### src/rtl/ssem_pkg.sv
// Shared encodings for the SSEM beat controller: beat codes, opcodes and CI actions.
package ssem_pkg;

  typedef enum logic [2:0] {
    BeatHalt    = 3'd0,
    BeatScan1   = 3'd1,
    BeatAction1 = 3'd2,
    BeatScan2   = 3'd3,
    BeatAction2 = 3'd4
  } beat_e;

  typedef enum logic [1:0] {
    CiNone = 2'b00,
    CiInc  = 2'b01,
    CiAbs  = 2'b10,
    CiRel  = 2'b11
  } ci_op_e;

  localparam logic [2:0] OpJmp  = 3'b000;
  localparam logic [2:0] OpJrp  = 3'b001;
  localparam logic [2:0] OpLdn  = 3'b010;
  localparam logic [2:0] OpSto  = 3'b011;
  localparam logic [2:0] OpSub  = 3'b100;
  localparam logic [2:0] OpSub2 = 3'b101;
  localparam logic [2:0] OpCmp  = 3'b110;
  localparam logic [2:0] OpStp  = 3'b111;

endpackage

### src/rtl/beat_timer.sv
// Digit counter for one beat: counts 0..INSTR_BITS+FLYBACK_TIME-1 while running, holds 0 when idle.
module beat_timer #(
  parameter int unsigned INSTR_BITS   = 20,
  parameter int unsigned FLYBACK_TIME = 4,
  parameter int unsigned DIGIT_BITS   = 5
) (
  input  logic                  clk_i,
  input  logic                  rst_ni,
  input  logic                  run_i,
  output logic [DIGIT_BITS-1:0] digit_o,
  output logic                  wrap_o,
  output logic                  flyback_o
);

  localparam logic [DIGIT_BITS-1:0] LastDigit  = DIGIT_BITS'(INSTR_BITS + FLYBACK_TIME - 1);
  localparam logic [DIGIT_BITS-1:0] FirstFly   = DIGIT_BITS'(INSTR_BITS);

  logic [DIGIT_BITS-1:0] digit_q, digit_d;

  always_comb begin
    digit_d = digit_q;
    if (!run_i || digit_q == LastDigit) begin
      digit_d = '0;
    end else begin
      digit_d = digit_q + 1'b1;
    end
  end

  always_ff @(posedge clk_i or negedge rst_ni) begin
    if (!rst_ni) begin
      digit_q <= '0;
    end else begin
      digit_q <= digit_d;
    end
  end

  assign digit_o   = digit_q;
  assign wrap_o    = run_i && (digit_q == LastDigit);
  assign flyback_o = run_i && (digit_q >= FirstFly);

endmodule

### src/rtl/beat_controller.sv
// SSEM beat sequencer: HALT -> SCAN1 -> ACTION1 -> SCAN2 -> ACTION2, with opcode decode
// into CI, accumulator and store strobes.
module beat_controller
  import ssem_pkg::*;
#(
  parameter int unsigned INSTR_BITS   = 20,
  parameter int unsigned FLYBACK_TIME = 4,
  parameter int unsigned DIGIT_BITS   = 5
) (
  input  logic                  w_DPG,
  input  logic                  w_RESET_N,
  input  logic                  w_RUN,
  input  logic                  w_STEP,
  input  logic [2:0]            b_OPCODE,
  input  logic                  w_A_NEG,
  output logic [2:0]            b_BEAT,
  output logic [DIGIT_BITS-1:0] b_DIGIT,
  output logic                  w_FLYBACK,
  output logic                  w_ADDR_SEL,
  output logic                  w_PI_LOAD,
  output logic [1:0]            b_CI_OP,
  output logic                  w_CI_SKIP,
  output logic                  w_A_LDN,
  output logic                  w_A_SUB,
  output logic                  w_XTB,
  output logic                  w_STOPPED
);

  localparam logic [DIGIT_BITS-1:0] LastWord = DIGIT_BITS'(INSTR_BITS - 1);

  beat_e                 beat_q;
  logic [2:0]            opcode_q;
  logic                  skip_q;
  // Arm flags remember the input was low last cycle, so a level held through reset never starts.
  logic                  run_arm_q, step_arm_q;
  logic                  start;
  logic [DIGIT_BITS-1:0] digit;
  logic                  wrap, flyback;
  ci_op_e                ci_op;
  logic                  a_ldn, a_sub;

  beat_timer #(
    .INSTR_BITS  (INSTR_BITS),
    .FLYBACK_TIME(FLYBACK_TIME),
    .DIGIT_BITS  (DIGIT_BITS)
  ) u_beat_timer (
    .clk_i    (w_DPG),
    .rst_ni   (w_RESET_N),
    .run_i    (beat_q != BeatHalt),
    .digit_o  (digit),
    .wrap_o   (wrap),
    .flyback_o(flyback)
  );

  assign start = (w_RUN && run_arm_q) || (w_STEP && step_arm_q);

  always_ff @(posedge w_DPG or negedge w_RESET_N) begin
    if (!w_RESET_N) begin
      beat_q     <= BeatHalt;
      opcode_q   <= OpJmp;
      skip_q     <= 1'b0;
      run_arm_q  <= 1'b0;
      step_arm_q <= 1'b0;
    end else begin
      run_arm_q  <= ~w_RUN;
      step_arm_q <= ~w_STEP;
      unique case (beat_q)
        BeatHalt: begin
          if (start) beat_q <= BeatScan1;
        end
        BeatScan1: begin
          if (wrap) begin
            beat_q <= BeatAction1;
            skip_q <= 1'b0;
          end
        end
        BeatAction1: begin
          if (wrap) beat_q <= BeatScan2;
        end
        BeatScan2: begin
          if (digit == '0) opcode_q <= b_OPCODE;
          if (wrap) beat_q <= BeatAction2;
        end
        BeatAction2: begin
          // The sign digit is the last word digit of the accumulator.
          if (opcode_q == OpCmp && digit == LastWord) skip_q <= w_A_NEG;
          if (wrap) beat_q <= (opcode_q == OpStp || !w_RUN) ? BeatHalt : BeatScan1;
        end
        default: beat_q <= BeatHalt;
      endcase
    end
  end

  always_comb begin
    ci_op = CiNone;
    a_ldn = 1'b0;
    a_sub = 1'b0;
    if (beat_q == BeatScan1 && !flyback) begin
      ci_op = CiInc;
    end else if (beat_q == BeatAction2 && !flyback) begin
      case (opcode_q)
        OpJmp:         ci_op = CiAbs;
        OpJrp:         ci_op = CiRel;
        OpLdn:         a_ldn = 1'b1;
        OpSub, OpSub2: a_sub = 1'b1;
        default:       ;
      endcase
    end
  end

  assign b_BEAT     = beat_q;
  assign b_DIGIT    = digit;
  assign w_FLYBACK  = flyback;
  assign w_ADDR_SEL = (beat_q == BeatAction2);
  assign w_PI_LOAD  = (beat_q == BeatAction1) && wrap;
  assign b_CI_OP    = ci_op;
  assign w_CI_SKIP  = (beat_q == BeatScan1) && !flyback && skip_q;
  assign w_A_LDN    = a_ldn;
  assign w_A_SUB    = a_sub;
  assign w_XTB      = (beat_q == BeatAction2) && wrap && (opcode_q == OpSto);
  assign w_STOPPED  = (beat_q == BeatHalt);

endmodule

### config.mk
export PLATFORM = sky130hd
export DESIGN_NAME = beat_controller
export DESIGN_NICKNAME = d
export VERILOG_FILES = /design/src/rtl/ssem_pkg.sv /design/src/rtl/beat_timer.sv /design/src/rtl/beat_controller.sv
export SDC_FILE = /design/constraint.sdc
export NUM_CORES = 1
export LEC_CHECK = 0
export ABC_AREA = 1
export BUFFER_PORTS_ARGS = -buffer_cell sky130_fd_sc_hd__buf_2
export CORE_MARGIN = 8
export CORE_UTILIZATION = 48
export DETAILED_ROUTE_END_ITERATION = 16
export PLACE_DENSITY = 0.78
export SETUP_SLACK_MARGIN = 0.1
export SYNTH_ARGS = -nofsm -noshare
export SYNTH_HDL_FRONTEND = slang
export SYNTH_SLANG_ARGS = --single-unit
### constraint.sdc
create_clock -name w_DPG -period 1.4 [get_ports w_DPG]
set_input_delay 0.21 -clock w_DPG [delete_from_list [all_inputs] [get_ports w_DPG]]
set_output_delay 0.21 -clock w_DPG [all_outputs]
set_load 0.02 [all_outputs]
# == After elaboration in Yosys (flattened, before gate mapping) ==
# Index checks and enable logic that the tools add are counted.
# totals
reg_bits,14
in_bits,8
out_inout_bits,18
word_cells,75
# classes
add_sub_neg,1
order_cmp,1
n_eq_ne,19
n_mux,20
bitwise,2
reduce_logical,26
# ops
operator,count
3-bit equality test (second input constant),5
3-bit 2-to-1 mux,5
3-bit case mux with 5 select lines,1
3-bit by 2-bit equality test with 1-bit output (second input constant),4
1-bit logical AND,11
5-bit equality test (second input constant),2
1-bit 2-to-1 mux,9
3-bit by 1-bit equality test with 1-bit output (second input constant),2
3-bit logical NOT,2
2-bit by 1-bit != test with 1-bit output (second input constant),3
2-bit != test (second input constant),3
5-bit by 1-bit adder with 5-bit output (second input constant),1
5-bit >= comparator (second input constant),1
5-bit logical NOT,1
5-bit 2-to-1 mux,1
5-bit AND reduction,1
2-bit 2-to-1 mux,2
2-bit case mux with 2 select lines,1
1-bit logical NOT,3
1-bit logical OR,3
3-bit AND reduction,1
3-bit nonzero test,1
1-bit inverter,2
1-bit case mux with 2 select lines,1
other kinds (3),3

# == Depth between registers and ports, before layout ==
# Gate-level depths: netlist of the first run.
# logic_depth
ltp_word,6
depth_mapped,8

# == Modules after synthesis ==
# A second synthesis of the first run with hierarchy kept.
# hier_totals
hier_cells,130
area_unflattened_um2,885.8
# modules_own_cells
mod,instances,cells_per_inst,area_each_um2,seq_area_each_um2
beat_controller,1,96,618.1,225.2
beat_timer,1,34,267.8,125.1

# == Least setup slack after synthesis of the first run ==
# No wires, ideal clock.
# synth_path
path_kind,register -> output
startpoint,"register u_beat_timer.digit_q[0], in the netlist u_beat_timer.digit_o[0]"
endpoint,output port w_PI_LOAD
arrival_ns,1.480
required_ns,1.190
setup_slack_ns,-0.290
stages_incl_launch_ff,6
n_path_buf,0
cell_sequence,dfrtp_1 ha_1 nand2_1 nor2_2 nand2_2 nor3_1
# synth_between
elab_chain_cells,3
# synth_rtl
element,line,rtl
start: declaration,beat_timer.sv:18,"logic [DIGIT_BITS-1:0] digit_q, digit_d;"
start signal: assignment,beat_timer.sv:33,digit_q <= digit_d;
5-bit equality test,beat_timer.sv:38,assign wrap_o = run_i && (digit_q == LastDigit);
1-bit logical AND,beat_timer.sv:38,
1-bit logical AND,beat_controller.sv:115,assign w_PI_LOAD = (beat_q == BeatAction1) && wrap;
end: declaration,beat_controller.sv:20,"output logic w_PI_LOAD,"
# Every way passes these cells.

# == Worst setup path in the final report of the first run ==
# layout_path
startpoint,"register beat_q[1], in the netlist b_BEAT[1]"
endpoint,output port b_CI_OP[1]
# layout_between
elab_chain_cells,6
word_cells_on_any_way,9
cone_classes,eq/ne (2); mux (2); reduce/logical (5)
# layout_rtl
element,line,rtl
start: declaration,beat_controller.sv:31,beat_e beat_q;
start signal: assignment,beat_controller.sv:59,beat_q <= BeatHalt;
start signal: assignment,beat_controller.sv:69,if (start) beat_q <= BeatScan1;
start signal: assignment,beat_controller.sv:73,beat_q <= BeatAction1;
3-bit nonzero test,beat_controller.sv:49,".run_i (beat_q != BeatHalt),"
1-bit logical AND,beat_timer.sv:39,assign flyback_o = run_i && (digit_q >= FirstFly);
1-bit logical NOT,"beat_controller.sv:98, beat_controller.sv:100",
1-bit logical AND,beat_controller.sv:100,end else if (beat_q == BeatAction2 && !flyback) begin
2-bit 2-to-1 mux,beat_controller.sv:100,
2-bit 2-to-1 mux (*),beat_controller.sv:98,if (beat_q == BeatScan1 && !flyback) begin
end: declaration,beat_controller.sv:21,"output logic [1:0] b_CI_OP,"
# Every way passes the cells marked *; elsewhere a longest branch is shown, timed or not.

==> results.md, run 1 <==
- The initial utilization of the core area, before any placement, comes to 0.489.
- The worst reg2reg path endpoint is b_BEAT[1].
- Setup violations remaining at the end of the flow were counted as 17.
- After layout, the minimum clock period comes to 1.73 ns.
- The area growth from synthesis to layout is 86.5%.
- The worst setup path is launched from a flip-flop.
- For flop-to-flop paths, the worst setup slack is -0.16 ns.
- The run finished, with violations left.
- Counting the fill cells in the layout gives 70.
- The number of antenna violations at the first check in global routing is 0.
- The worst hold path passes through 2 cells.
- The standby leakage power is 0.794 nW.
- The sum of internal, switching and leakage power is 0.819 mW.
- The worst hold path endpoint is step_arm_q.
- The finished layout holds 185 standard cells, fillers aside.
- The number of nets in the layout is 179.
- The checks that failed: negative setup slack.
- The kind of end point of the critical path is a primary output.
- For this run, the detailed router's first-pass iteration total came to 4.
- Power spread over the standard cell area amounts to 543 nW/um^2.
- Summing every instance area after synthesis gives 808 um^2.
- The post-route fraction of the period consumed by the critical path is 1.24.
- Buffers inserted during clock tree synthesis total 3.
- The data required time of the critical path is 1.19 ns.
- The count of buffers added on input and output ports is 25.
- The final setup slack of the worst path is -0.335 ns.
- The clock latency of the later-clocked register in the worst-skew pair is 0.30 ns.
- In this run the worst path has a maximum fanout of 5.
- The placeable core region is 1650 um^2.
- The detail route stage leaves a number of antenna-violating nets equal to 0.
- Including well taps, the total number of placed cells is 160.
- The sum of overflow across all layers after global routing is 0.
- The global-route usage over all layers is 0.166.
- Setup repair after global routing could not meet its margin everywhere.
- Synthesis inferred 14 register bits.
- The cell chosen for the clock root is sky130_fd_sc_hd__clkbuf_4.
- The startpoint identified for the worst hold timing path is w_STEP.
- The number of DRC markers in iteration 0 is 69.
- The share of post-route cells with drive strength above 1 is 0.607.
- The transition time at the pin with the least slew margin is 0.337 ns.
- On the final layout, the worst clock skew is 0.0166 ns.
- The first-pass GRT wire length is 4420 um.
- The startpoint of the worst-slack reg-to-reg timing path is b_BEAT[1].
- 0 antenna diodes ended up in the layout.
- Timing would allow up to 576 MHz.
- Clock-pin slew was measured on the worst setup and hold paths at 0.11 ns.
- The setup slack after placement is -0.00900 ns.
- Measured along the x axis, the die boundary spans 57.0 um.
- The number of placed I/O pins is 26.
- The remaining max-slew budget at the tightest pin is 0.775.
- Data on the critical path arrives at its endpoint at 1.52 ns.
- The post-route core utilization is 0.913.
- The pin count of the biggest net entering global routing is 15.
- In the final routed layout, each cell accounts on average for 21.4 um.
- Summed over all nets, the half-perimeter wirelength after detailed placement is 1740 um.
- The depth of the worst register-to-register path is 10.
- Yosys printed 0 warnings.
- For the final routed database, the setup TNS stands at -3.20 ns.
- The die height is 57.0 um.
- The CTS H-tree depth is 1.
- After floorplanning, the core was divided into 15 placement rows.
- The type of the most critical hold path is input port to flip-flop.
- Each instance of the synthesized netlist takes up on average 7.28 um^2.
- The count of clock tree sinks is 14.
- The count of mapped cells out of synthesis is 111.
- Using the TritonRoute via totals, the vias-per-cell ratio works out to 5.93.
- The highest ir drop seen on vdd is 0.702 mV.
- The max-capacitance violation count is 0.
- The via count of the first global-routing pass is 987.
- TritonCTS built the clock tree.
- The routed layout has 1097 vias.
- The remaining design rule violation count is 0.
- The final wirelength is 3950 um.
- The total count of hold-check failures in the final report was 0.
- The category of the most critical setup path is flip-flop to primary output.
- The synthesized net count is 121.
- The die covers 3250 um^2.
- The number of different library cells used by synthesis comes to 16.
- At the end of routability-driven placement, the weighted congestion stood at 0.814.
- The number of pins with negative max-slew slack in the final report is 0.
- For this run, the register share of the synthesized area comes to 0.433.
- The number of buffers on the longest clock path is 2.
## metal layers
metal / GRT usage / wire (um)
met1: 0.178 / 1430
met2: 0.291 / 1860
met3: 0.0399 / 373
met4: 0.0872 / 297
met5: 0 / 0
## layout make-up
cell class | instances | area [um^2] | area share
Multi-Input combinational cell | 77 | 607 | 0.402
Timing Repair Buffer | 53 | 404 | 0.268
Sequential cell | 14 | 359 | 0.238
Inverter | 20 | 80.1 | 0.0531
Clock buffer | 4 | 36.3 | 0.0241
Tap cell | 17 | 21.3 | 0.0141
## where the power goes
part | internal (mW) | leakage (nW) | switching [mW]
Combinational | 0.0373 | 0.613 | 0.0515
Sequential | 0.411 | 0.161 | 0.00727
Clock | 0.159 | 0.0210 | 0.153
Total | 0.607 | 0.794 | 0.212
## flip-flops by register name (all words and copies together), names as in the netlist
signal	count
b_BEAT	3
skip_q	1
opcode_q	3
step_arm_q	1
run_arm_q	1
u_beat_timer.digit_o	5
## critical path: stages (launching register included)
cell                       delay, ns
sky130_fd_sc_hd__dfrtp_2        0.49
sky130_fd_sc_hd__nor2_4         0.19
sky130_fd_sc_hd__nand2_4        0.09
sky130_fd_sc_hd__clkinv_4       0.08
sky130_fd_sc_hd__nand2_8        0.07
sky130_fd_sc_hd__nor3_4         0.17
sky130_fd_sc_hd__buf_6          0.14
## logic make-up after synthesis
family,share of synthesized area
flops,0.433
fa+ha+maj,0.0310
simple gates,0.381
buf+inv,0.0929
compound gates,0.0402
xor+xnor,0.0217
## worst max path at each step
stage	startpoint	to	slack, ns
CTS	u_beat_timer.digit_o[0]	w_XTB	-0.23
floorplan	b_BEAT[0]	b_CI_OP[1]	-0.004
detailed placement	u_beat_timer.digit_o[1]	w_XTB	-0.009
global route	b_BEAT[1]	b_CI_OP[1]	-0.36
finish	b_BEAT[1]	b_CI_OP[1]	-0.33
global placement	b_BEAT[0]	b_CI_OP[1]	0.02
## cell usage after synthesis, drive strengths merged
cell	number	area (um^2)
nand2	34	145
inv	20	75.1
nor2	15	63.8
dfrtp	14	350
nand3	9	45.0
nor3	7	35.0
o21ai	5	25.0
ha	2	25.0
nand4	2	18.8
a211oi	1	7.51
xnor2	1	8.76
xor2	1	8.76
## repair_timing
| item | in CTS | in global routing |
|---|---|---|
| cloned | 0 | 0 |
| hold buffers | 1 | 0 |
| hold endpoints to repair | 14 | 0 |
| endpoints found under the setup margin | 10 | 20 |
| gates resized for setup | 23 | 21 |
| pin swaps | 7 | 7 |
| setup buffers | 12 | 9 |
## cells in the final DEF, fill, tap and decap left out
master and n:
sky130_fd_sc_hd__buf_4 26, sky130_fd_sc_hd__nand2_1 18, sky130_fd_sc_hd__buf_2 15, sky130_fd_sc_hd__inv_1 14, sky130_fd_sc_hd__buf_6 11, sky130_fd_sc_hd__nor2_1 10, sky130_fd_sc_hd__nand3_1 9, sky130_fd_sc_hd__nand2_2 9
sky130_fd_sc_hd__nor3_4 7, sky130_fd_sc_hd__dfrtp_2 7, sky130_fd_sc_hd__dfrtp_1 7, sky130_fd_sc_hd__nand2_4 6, sky130_fd_sc_hd__inv_2 5, sky130_fd_sc_hd__nor2_4 5, sky130_fd_sc_hd__o21ai_1 3, sky130_fd_sc_hd__clkbuf_4 3
sky130_fd_sc_hd__o21ai_4 2, sky130_fd_sc_hd__xor2_1 1, sky130_fd_sc_hd__xnor2_1 1, sky130_fd_sc_hd__clkinv_4 1, sky130_fd_sc_hd__a211oi_2 1, sky130_fd_sc_hd__nand2_8 1, sky130_fd_sc_hd__nand4_4 1, sky130_fd_sc_hd__nand4_1 1
sky130_fd_sc_hd__ha_1 1, sky130_fd_sc_hd__ha_4 1, sky130_fd_sc_hd__clkbuf_8 1, sky130_fd_sc_hd__dlygate4sd3_1 1
## per-stage QoR
stage               area, um^2  hold slack [ns]
floorplan                  946          -0.0856
global placement          1140            0.121
detailed placement        1140            0.122
CTS                       1360           0.0766
global route              1510           0.0652
finish                    1510           0.0626
(Power assumes the default switching activity.)
==> run 2, diff against run 1 <==
==> constraint.sdc (replaced) <==
create_clock -name w_DPG -period 1.4 [get_ports w_DPG]
set_input_delay 0.21 -clock w_DPG [delete_from_list [all_inputs] [get_ports w_DPG]]
set_output_delay 0.21 -clock w_DPG [all_outputs]
set_load 0.005 [all_outputs]
==> run 2 against run 1 <==
Via count is 16% lower. Global-route usage is 2.0 points lower. Sequential power hardly changed. The flow still finishes with violations (negative setup slack). Utilization is 11 points lower. Critical path depth stayed put. Clock skew is 0.0081 ns lower. Clock power is 26% lower. Sequential cell count stayed put. Largest power group unchanged. Maximum frequency is 11% higher. Die area stayed put.
==> results.md, run 2 (same netlist as run 1, synthesis figures left out) <==
- The run finished, with violations left.
- The final reports fail on negative setup slack.
- In the final layout, the share of cells above drive strength 1 is 0.534.
- The pin count of the biggest net entering global routing is 15.
- The number of placed I/O pins is 26.
- The filler cell count in the final layout is 109.
- Counting both buffers and inverters, the worst setup path holds a total of 1.
- The cell that appears most often on the critical path is sky130_fd_sc_hd__nand2_4.
- The total via count in the routed design is 920.
- In the routed layout, each cell is associated on average with a via count of 5.17.
- The sum of internal, switching and leakage power is 0.704 mW.
- STA puts the critical path data required time at 1.19 ns.
- The gate family responsible for the most delay along the worst path is flip-flops.
- The category of the most critical setup path is flip-flop to primary output.
- For the finished layout, the period the worst path requires is 1.57 ns.
- The remaining max-slew budget at the tightest pin is 0.779.
- The tightest hold margin is 0.0874 ns.
- Between clock sinks in the finished design, the worst skew comes to 0.00852 ns.
- The half-perimeter wire length after placement is 1510 um.
- The routed design has 2620 um of wire.
- The maximum fanout along the worst path is 3.
- The total count of hold-check failures in the final report is 0.
- The max-capacitance violation count is 0.
- The cell chosen for the clock root is sky130_fd_sc_hd__clkbuf_4.
- The type of the most critical hold path is input port to flip-flop.
- The die height is 57.0 um.
- For this run, the total global-route usage over all layers was measured as 0.146.
- Leaving out fill and tap cells, the most frequent cell in the layout is sky130_fd_sc_hd__buf_2.
- The count of input and output buffers is 25.
- Adding up every negative setup slack in the final design gives -1.51 ns.
- The total power per unit cell area is 532 nW/um^2.
- After the flow finishes, the layout carries non-filler instances totaling 178.
- The floorplan has 15 rows.
- The number of nets in the layout is 173.
- The sum of overflow across all layers after global routing is 0.
- The via count of the first global-routing pass is 907.
- On the worst path, the slowest cell contributes a delay of 0.37 ns.
- The highest clock frequency the design can meet is 638 MHz.
- The category of the worst setup path launch point is a flip-flop.
- The number of buffers added by the clock tree synthesis step is 3.
- The kind of end point of the critical path is a primary output.
- The initial core utilization is 0.489.
- The critical-path cell with the highest stage delay is sky130_fd_sc_hd__dfrtp_1.
- Setup repair after global routing could not meet its margin everywhere.
- At the later pin of the worst-skew pair, clock insertion delay measures 0.28 ns.
- Before CTS, the worst setup slack after placement is 0.0471 ns.
- The CTS H-tree depth is 1.
- The standby leakage power is 0.715 nW.
- The number of pins with negative max-slew slack in the final report is 0.
- The clock input transition at the sequential cells of the worst setup and hold paths is 0.09 ns.
- The floorplan step defined a die boundary enclosing 3250 um^2.
- The number of buffers on the longest clock path is 2.
- The number of flip-flops in the largest register is 5.
- Across the VDD grid, the largest voltage drop is 0.590 mV.
- The routed length per placed instance is 14.7 um.
- Traced cell by cell, the critical path runs through ha_2 > nand2_4 > nor2_4 > nand2_4 > nor3_2 > buf_2.
- Compared with the post-synthesis result, the final layout area differs by 63.8%.
- TritonCTS built the clock tree.
- The final weighted congestion in routability-driven placement is 0.852.
- In the finished design, the share of the clock period the worst path needs comes to 1.12.
- The first TritonRoute pass finished after 4 iterations.
- The count of clock tree sinks is 14.
- In the routed design, unresolved DRC markers number 0.
- The final antenna diode count is 0.
- The data arrival time of the critical path is 1.36 ns.
- Leaving out fill and tap cells, the most frequent cells in the layout are 24 x sky130_fd_sc_hd__buf_2, 20 x sky130_fd_sc_hd__nand2_1, 17 x sky130_fd_sc_hd__buf_4.
- Setup violations remaining at the end of the flow were counted as 13.
- The first-pass GRT wire length is 3880 um.
- At the pin with the least slew margin, the transition time is 0.331 ns.
- The number of DRC markers in iteration 0 is 25.
- The count of nets left with antenna violations once routing finished came out at 0.
- The overall die width is 57.0 um.
- The placeable core region is 1650 um^2.
- In the post-route analysis, the smallest setup slack over all paths is -0.167 ns.
- After detailed placement, the design holds a cell count of 159.
- The number of antenna violations at the first check in global routing came to 0.
==> run 2: cell count changes in the layout (fill, tap and decap cells not counted), moves of 4 or more <==
cell and change:
sky130_fd_sc_hd__dfrtp_1 +4, sky130_fd_sc_hd__nor3_2 +5, sky130_fd_sc_hd__buf_2 +9, sky130_fd_sc_hd__buf_6 -6, sky130_fd_sc_hd__buf_4 -9, sky130_fd_sc_hd__dfrtp_2 -4
sky130_fd_sc_hd__nor3_4 -6
==> run 2: path summary, 6_finish.rpt <==
check,start,to,slack [ns],cells past startpoint
setup reg to reg,u_beat_timer.digit_o[0],b_BEAT[1],-0.07,10
hold reg to reg,skip_q,skip_q,0.54,2
setup / recovery,u_beat_timer.digit_o[0],w_PI_LOAD,-0.17,6
max in group asynchronous,w_RESET_N,b_BEAT[1],0.78,2
min in group asynchronous,w_RESET_N,opcode_q[1],0.35,2
hold / removal,w_STEP,step_arm_q,0.09,2
==> run 2: layer usage <==
| metal | GRT usage | routed length, um | share of wire | up-vias |
|---|---|---|---|---|
| li1 | - | - | - | 444 |
| met2 | 0.273 | 1370 | 0.53 | 32 |
| met1 | 0.143 | 1000 | 0.38 | 435 |
| met3 | 0.0355 | 157 | 0.060 | 9 |
| met5 | 0 | 0 | 0 | - |
| met4 | 0.0738 | 84 | 0.032 | 0 |
==> run 2: power breakdown <==
part | switching (mW) | internal [mW]
clock | 0.130 | 0.0999
combinational | 0.0294 | 0.0235
sequential | 0.00933 | 0.411
total | 0.169 | 0.535
==> run 2: what timing repair did <==
item                       in CTS  in global routing
hold endpoints to repair       14                  0
buffers inserted               10                  7
pin swaps                       4                 11
hold buffers                    1                  0
resized for setup              19                 25
setup endpoints to repair      10                 20
gates cloned                    0                  0
==> run 2: cell type report <==
class	instances	area, um^2	share of cell area
Multi-Input combinational cell	77	532	0.402
Sequential cell	14	354	0.267
Timing Repair Buffer	47	314	0.237
Inverter	20	80.1	0.0605
Clock buffer	3	22.5	0.0170
Tap cell	17	21.3	0.0161
==> run 2: per-stage QoR <==
step	utilization	cell area, um^2
6_report	0.802	1320
3_3_place_gp	0.605	1000
2_1_floorplan	-	808
4_1_cts	0.719	1190
3_5_place_dp	0.605	1000
5_1_grt	0.802	1320
